$ cat src/rtl/collatz_seq_ctrl.sv
// Collatz sequencing controller: accepts n0, iterates one step per clock until n==1,
// then offers step count, peak value and status flags over a valid/ready handshake.
module collatz_seq_ctrl #(
  parameter int WIDTH  = 16,
  parameter int STEP_W = 10
) (
  input  logic              clk,
  input  logic              rst,
  input  logic              in_valid,
  output logic              in_ready,
  input  logic [WIDTH-1:0]  in_value,
  input  logic              abort,
  output logic              busy,
  output logic              out_valid,
  input  logic              out_ready,
  output logic [STEP_W-1:0] out_steps,
  output logic [WIDTH-1:0]  out_peak,
  output logic              out_ovf,
  output logic              out_tmo,
  output logic              out_zero
);

  localparam logic [STEP_W-1:0] STEP_MAX = {STEP_W{1'b1}};

  typedef enum logic [1:0] {
    ST_IDLE = 2'd0,
    ST_RUN  = 2'd1,
    ST_DONE = 2'd2
  } state_t;

  state_t            r_state;
  logic              r_in_ready;
  logic              r_busy;
  logic              r_out_valid;
  logic [WIDTH-1:0]  r_n;
  logic [STEP_W-1:0] r_steps;
  logic [WIDTH-1:0]  r_peak;
  logic              r_ovf;
  logic              r_tmo;
  logic              r_zero;

  // 3n+1 carried in two extra bits so an overflow is detected rather than wrapped.
  logic [WIDTH+1:0]  w_tri;
  logic              w_tri_ovf;
  logic [WIDTH-1:0]  w_n_next;
  logic              w_n_is_one;

  assign w_tri      = ({2'b00, r_n} << 1) + {2'b00, r_n} + {{(WIDTH+1){1'b0}}, 1'b1};
  assign w_tri_ovf  = |w_tri[WIDTH+1:WIDTH];
  assign w_n_next   = r_n[0] ? w_tri[WIDTH-1:0] : (r_n >> 1);
  assign w_n_is_one = (r_n == {{(WIDTH-1){1'b0}}, 1'b1});

  always_ff @(posedge clk) begin
    if (rst) begin
      r_state     <= ST_IDLE;
      r_in_ready  <= 1'b1;
      r_busy      <= 1'b0;
      r_out_valid <= 1'b0;
      r_n         <= '0;
      r_steps     <= '0;
      r_peak      <= '0;
      r_ovf       <= 1'b0;
      r_tmo       <= 1'b0;
      r_zero      <= 1'b0;
    end else begin
      case (r_state)
        ST_IDLE: begin
          if (in_valid) begin
            r_n        <= in_value;
            r_peak     <= in_value;
            r_steps    <= '0;
            r_ovf      <= 1'b0;
            r_tmo      <= 1'b0;
            r_in_ready <= 1'b0;
            if (in_value == '0) begin
              r_zero      <= 1'b1;
              r_out_valid <= 1'b1;
              r_state     <= ST_DONE;
            end else begin
              r_zero  <= 1'b0;
              r_busy  <= 1'b1;
              r_state <= ST_RUN;
            end
          end
        end

        ST_RUN: begin
          if (abort) begin
            r_busy     <= 1'b0;
            r_in_ready <= 1'b1;
            r_state    <= ST_IDLE;
          end else if (w_n_is_one) begin
            r_busy      <= 1'b0;
            r_out_valid <= 1'b1;
            r_state     <= ST_DONE;
          end else if (r_steps == STEP_MAX) begin
            r_tmo       <= 1'b1;
            r_busy      <= 1'b0;
            r_out_valid <= 1'b1;
            r_state     <= ST_DONE;
          end else if (r_n[0] && w_tri_ovf) begin
            r_ovf       <= 1'b1;
            r_busy      <= 1'b0;
            r_out_valid <= 1'b1;
            r_state     <= ST_DONE;
          end else begin
            r_n     <= w_n_next;
            r_steps <= r_steps + 1'b1;
            if (w_n_next > r_peak) begin
              r_peak <= w_n_next;
            end
          end
        end

        ST_DONE: begin
          if (out_ready) begin
            r_out_valid <= 1'b0;
            r_in_ready  <= 1'b1;
            r_state     <= ST_IDLE;
          end
        end

        default: begin
          r_state     <= ST_IDLE;
          r_in_ready  <= 1'b1;
          r_busy      <= 1'b0;
          r_out_valid <= 1'b0;
        end
      endcase
    end
  end

  assign in_ready  = r_in_ready;
  assign busy      = r_busy;
  assign out_valid = r_out_valid;
  assign out_steps = r_steps;
  assign out_peak  = r_peak;
  assign out_ovf   = r_ovf;
  assign out_tmo   = r_tmo;
  assign out_zero  = r_zero;

endmodule

$ cat config.mk
export PLATFORM = sky130hd
export DESIGN_NAME = collatz_seq_ctrl
export DESIGN_NICKNAME = d
export VERILOG_FILES = /design/src/rtl/collatz_seq_ctrl.sv
export SDC_FILE = /design/constraint.sdc
export NUM_CORES = 1
export LEC_CHECK = 0
export CAP_MARGIN = 20
export CELL_PAD_IN_SITES_DETAIL_PLACEMENT = 1
export CELL_PAD_IN_SITES_GLOBAL_PLACEMENT = 1
export CORE_ASPECT_RATIO = 0.5
export CORE_UTILIZATION = 38
export DETAILED_ROUTE_END_ITERATION = 10
export PLACE_DENSITY = 0.89
export SLEW_MARGIN = 20
export SYNTH_ARGS = -nofsm -noshare
export SYNTH_HDL_FRONTEND = slang
export SYNTH_SLANG_ARGS = --single-unit
$ cat constraint.sdc
create_clock -name clk -period 3.7 [get_ports clk]
set_clock_uncertainty 0.2 [all_clocks]
set_input_delay 1.11 -clock clk [delete_from_list [all_inputs] [get_ports clk]]
set_output_delay 1.11 -clock clk [all_outputs]
set_load 0.03 [all_outputs]
Yosys cells after proc, flatten, opt, wreduce, memory -nomap -nowiden
Index checks and enable logic that the tools add are counted.

$add $sub $neg: 3. $lt $le $gt $ge: 1. Bitwise logic cells: 1. Reductions and logical operators: 14. Muxes and demuxes: 55. Equality and inequality tests: 18.

Operators by type and width (count): $mux W16 (11); $pmux W16 S2 (2); $mux W10 (5); $ne A2 B2 Y1 const B (12); $mux W1 (23); $pmux W10 S2 (1); $add A17 B16 Y18 (1); $add A18 B1 Y18 const B (1); $eq A16 B1 Y1 const B (1); $gt A16 B16 Y1 (1); $logic_not A16 Y1 (1); $mux W2 (7); $reduce_and A6 Y1 (2); $add A10 B1 Y10 const B (1); $eq A10 B10 Y1 const B (1); $reduce_and A5 Y1 (2); $pmux W1 S3 (3); $reduce_and A7 Y1 (1); $pmux W2 S3 (1); $reduce_and A3 Y1 (2); $ne A5 B5 Y1 const B (1); $ne A4 B4 Y1 const B (1); $pmux W1 S2 (2); $reduce_and A4 Y1 (1); other kinds (8) (8).

Word-level logic and storage cells: 102. Bits in registers: 50. Bits of input ports: 21. Output and inout port bits: 32.

Longest topological paths before layout
Depth in word-level cells: 10. Mapped depth: 18. Depth with buffers taken out: 17.

Worst setup path before layout
No wires, ideal clock.

Path kind: register to register. Start: register r_n[0]. End: register r_peak[15], in the netlist out_peak[15]. Arrival: 3665 ps. Path buffers: 1. Setup time: 121 ps. Slack: -286 ps. Stages on the path, launching flop included: 16. Required time: 3379 ps. Clock period less this slack: 3986 ps. Cell sequence: dfxtp_1 > clkbuf_1 > clkinv_1 > ha_1 > and4b_1 > a221oi_1 > o21ai_0 > a311oi_1 > mux2_2 > nand2_1 > ha_1 > nand3_1 > nor4_1 > a21oi_1 > o221ai_4 > mux2_2.

Word-level cells in the longest chain between the ends: 9. Elaborated cells on any way between the ends: 17. Those cells by class: 2 x add/sub; 1 x order compare; 4 x eq/ne; 7 x mux; 3 x reduce/logical.

RTL lines: from (decl) (line 35) `logic [WIDTH-1:0] r_n;`; from (signal assigned) (line 69) `r_n <= in_value;`; from (signal assigned) (line 107) `r_n <= w_n_next;`; parallel branches: the longest is 9 deep, another holds $add A17 B16 Y18; to (signal assigned) (line 70) `r_peak <= in_value;`; to (signal assigned) (line 110) `r_peak <= w_n_next;`; to (decl) (line 37) `logic [WIDTH-1:0] r_peak;`.

Several ways; the timed one is not identified. The select of a mux whose other input is x is not followed. A chain may end at the register's enable or synchronous reset.

Worst setup path in the final report
Start: register r_n[12]. End: register r_peak[12], in the netlist out_peak[12].

The elaborated chain is that of the path after synthesis.

==> metrics.txt <==
GRT overflow=0; CP top delay family=simple AND/OR/NAND/NOR gates; sw power=1.22 mW; global-route wire length before repair=roughly 29000 um; placed instance area=slightly above 0.005 mm^2; DR vias/cell=6.91; period utilization=1.14; Die W=148 um; GP Congestion=slightly below 0.9; Final setup viols=32; Layout area overhead=45.0%; clock transition at the registers of the reported paths=around 0.070 ns; PwrDens=between 400 and 500 mW/mm^2; final core utilization=0.569; Initial DRT Pass Iterations=6; diode count=0; Clock Tree Buf Depth=2; commonest non-fill, non-tap cell in the layout=buf_4; Ports=53; status=complete, but fails checks; crit-path max FO=7; minimum clock period after layout=approximately 4.2 ns; Setup Crit Path Kind=flip-flop to flip-flop; unique cell type count in the Yosys netlist=between 50 and 60; register-to-register setup slack=-0.53 ns; Avg WL per Cell=between 20 and 30 um; worst r2r dst=out_peak[12]; final wirelength=around 23000 um; DRC viols=0; Reg2Reg Depth=16; chip height=around 75 um; Syn Area/Cell=between 7 and 8 um^2; number of buffers created by CTS=5; final setup margin=-0.529 ns; worst hold path startpoint=out_peak[10]; failing checks=setup timing; Clock Sinks=50; CP max stage cell=ha_1; crit path buf inv count=2; initial DRC count=between 700 and 800; max-cap check violation count=0; Hold Fails Final Rpt=0; Slew Viols, Final=0; CP Cell Sequence=inv_1 -> ha_1 -> nand3_1 -> nor2_2 -> nand2_1 -> nand2_2 -> xnor2_1 -> and2_1 -> ha_4 -> nand3_4 -> nor4_4 -> o21ai_2 -> o211ai_1 -> o221ai_4 -> buf_8 -> mux2i_2; EDFF count, synth=0; Slew headroom=0.505; Post-Syn Area=~0.0040 mm^2; Design Area, Final=0.00585 mm^2; prevailing post-synth register cell=dfxtp_1; DRT antenna net count=0; Clk pwr share=0.203; Worst VDD drop=199 uV; vias in the first global route=a little over 5000; cts hold-fix bufs=0; Fin Hold WS=roughly 0.3 ns; R2R Path Start=r_n[12]; Die ar.=approximately 0.011 mm^2; Hold EP=out_peak[10]; largest net degree at the start of global routing=31; sequential area share after synthesis=0.248; Nets=between 600 and 700; Net Count, Synth=575; clock root cell=clkbuf_16; highest clock rate=around 0.24 GHz; internal power=1.57 mW; hold path cells=2; FP Rows=26; RSZ-0062 raised after global routing=yes; initial antenna violation count=0; Worst Max-Slew Pin Slew=0.742 ns; layout cells sized above 1=0.285; Hold WC Path Type=flip-flop to flip-flop; CTS tree=built; core area=roughly 0.010 mm^2; Comb power frac=0.550; CP arrival=roughly 4.2 ns; Async SR Flop Fraction=0; Startpoint Class=flip-flop; switch share=0.437; pre-CTS WS=-0.580 ns; Synth Register Bits=50; Worst-Skew Late Latency=0.31 ns; Setup TNS Final=-11.45 ns; hpwl dp=between 10000 and 15000 um; All-Layer GR Usage=0.357; Port Buffers=between 50 and 60; vias post-DR=5285; crit-path max cell delay=0.49 ns; Synthesis Warnings=0; leakage dissipation=around 2.5 nW; initial core utilization=0.393; Critical Path End Type=flip-flop; CP Data Required Time=~3.7 ns; H-tree levels=2; Post-Syn Instances=approximately 510; Seq pwr share=0.247; most frequent cells in the layout=buf_4 (74), nand2_1 (64), clkdlybuf4s50_1 (52), dfxtp_1 (41), nor2_1 (36); Setup crit start=r_n[12]
==> power groups by stage <==
stage	registers [mW]	clock network, mW	logic, mW
final	0.689	0.567	1.54
after global routing	0.689	0.588	1.56
after CTS	0.668	0.553	1.21
after detailed placement	0.674	0	1.07
after global placement	0.669	0	1.01
after floorplan	0.741	0	0.556
==> what timing repair did <==
item	4_1_cts	5_1_grt
gates cloned	0	0
endpoints found under the hold margin	0	0
gates resized for setup	59	42
pin swaps	28	33
setup buffers	11	13
endpoints found under the setup margin	16	32
==> final cells by class <==
type                    count  area, um^2
clock buffers               6         139
clock inverters             1        30.0
fillers                  1211        4430
inverters                  37         144
multi-input cells         397        3160
flip-flops and latches     50        1020
well taps                 140         175
repair buffers            134        1180
==> cells in the mapped netlist, types with 10 or more instances <==
cell type | n | area, um^2
nand2_1 | 69 | 259
dfxtp_1 | 50 | 1000
ha_1 | 44 | 551
nor2_1 | 39 | 146
inv_1 | 36 | 135
mux2i_1 | 35 | 350
o21ai_0 | 29 | 145
a21oi_1 | 22 | 110
clkbuf_1 | 19 | 71.3
nand3_1 | 18 | 90.1
nor4_1 | 11 | 68.8
a21o_1 | 10 | 75.1
==> routing by layer <==
| metal | vias up | track usage | wire length [um] |
|---|---|---|---|
| li1 | 2053 | - | - |
| met1 | 2502 | 0.422 | 8670 |
| met2 | 522 | 0.588 | 9670 |
| met3 | 208 | 0.102 | 2800 |
| met4 | 0 | 0.231 | 1760 |
| met5 | - | 0 | 0 |
==> worst max-delay path by stage <==
stage	to	depth (start not counted)	slack, ns
6_report	out_peak[12]	16	-0.53
4_1_cts	out_peak[7]	17	-0.19
3_5_place_dp	out_peak[3]	16	-0.58
5_1_grt	out_peak[12]	18	-0.64
3_3_place_gp	out_peak[9]	16	-0.29
2_1_floorplan	out_peak[11]	18	0.03
==> logic make-up after synthesis <==
logic type,share of synthesized area
flip-flops,0.248
AND/OR/NAND/NOR,0.219
XOR/XNOR,0.0217
adder cells (fa/ha/maj),0.141
AO/OA/AOI/OAI,0.203
buffers and inverters,0.0632
multiplexers,0.104
==> worst reg2reg max path, cell delays in order (launching register included) <==
cell and delay [ns]:
dfxtp_1 0.47, inv_1 0.18, ha_1 0.49, nand3_1 0.24
nor2_2 0.28, nand2_1 0.15, nand2_2 0.18, xnor2_1 0.08
and2_1 0.19, ha_4 0.30, nand3_4 0.09, nor4_4 0.31
o21ai_2 0.13, o211ai_1 0.19, o221ai_4 0.24, buf_8 0.22
mux2i_2 0.16
==> through the flow <==
stage / instances / power, mW
finish: 765 / 2.79
global route: 765 / 2.84
CTS: 752 / 2.43
detailed placement: 734 / 1.74
global placement: 734 / 1.68
floorplan: 509 / 1.30
==> flip-flops by register name (all words and copies together) (netlist names) <==
signal and count:
r_n 16, out_ovf 1, busy 1, out_tmo 1, out_zero 1, r_state 2, out_valid 1, out_peak 16
in_ready 1, out_steps 10
Power figures use the tool's default switching activity.
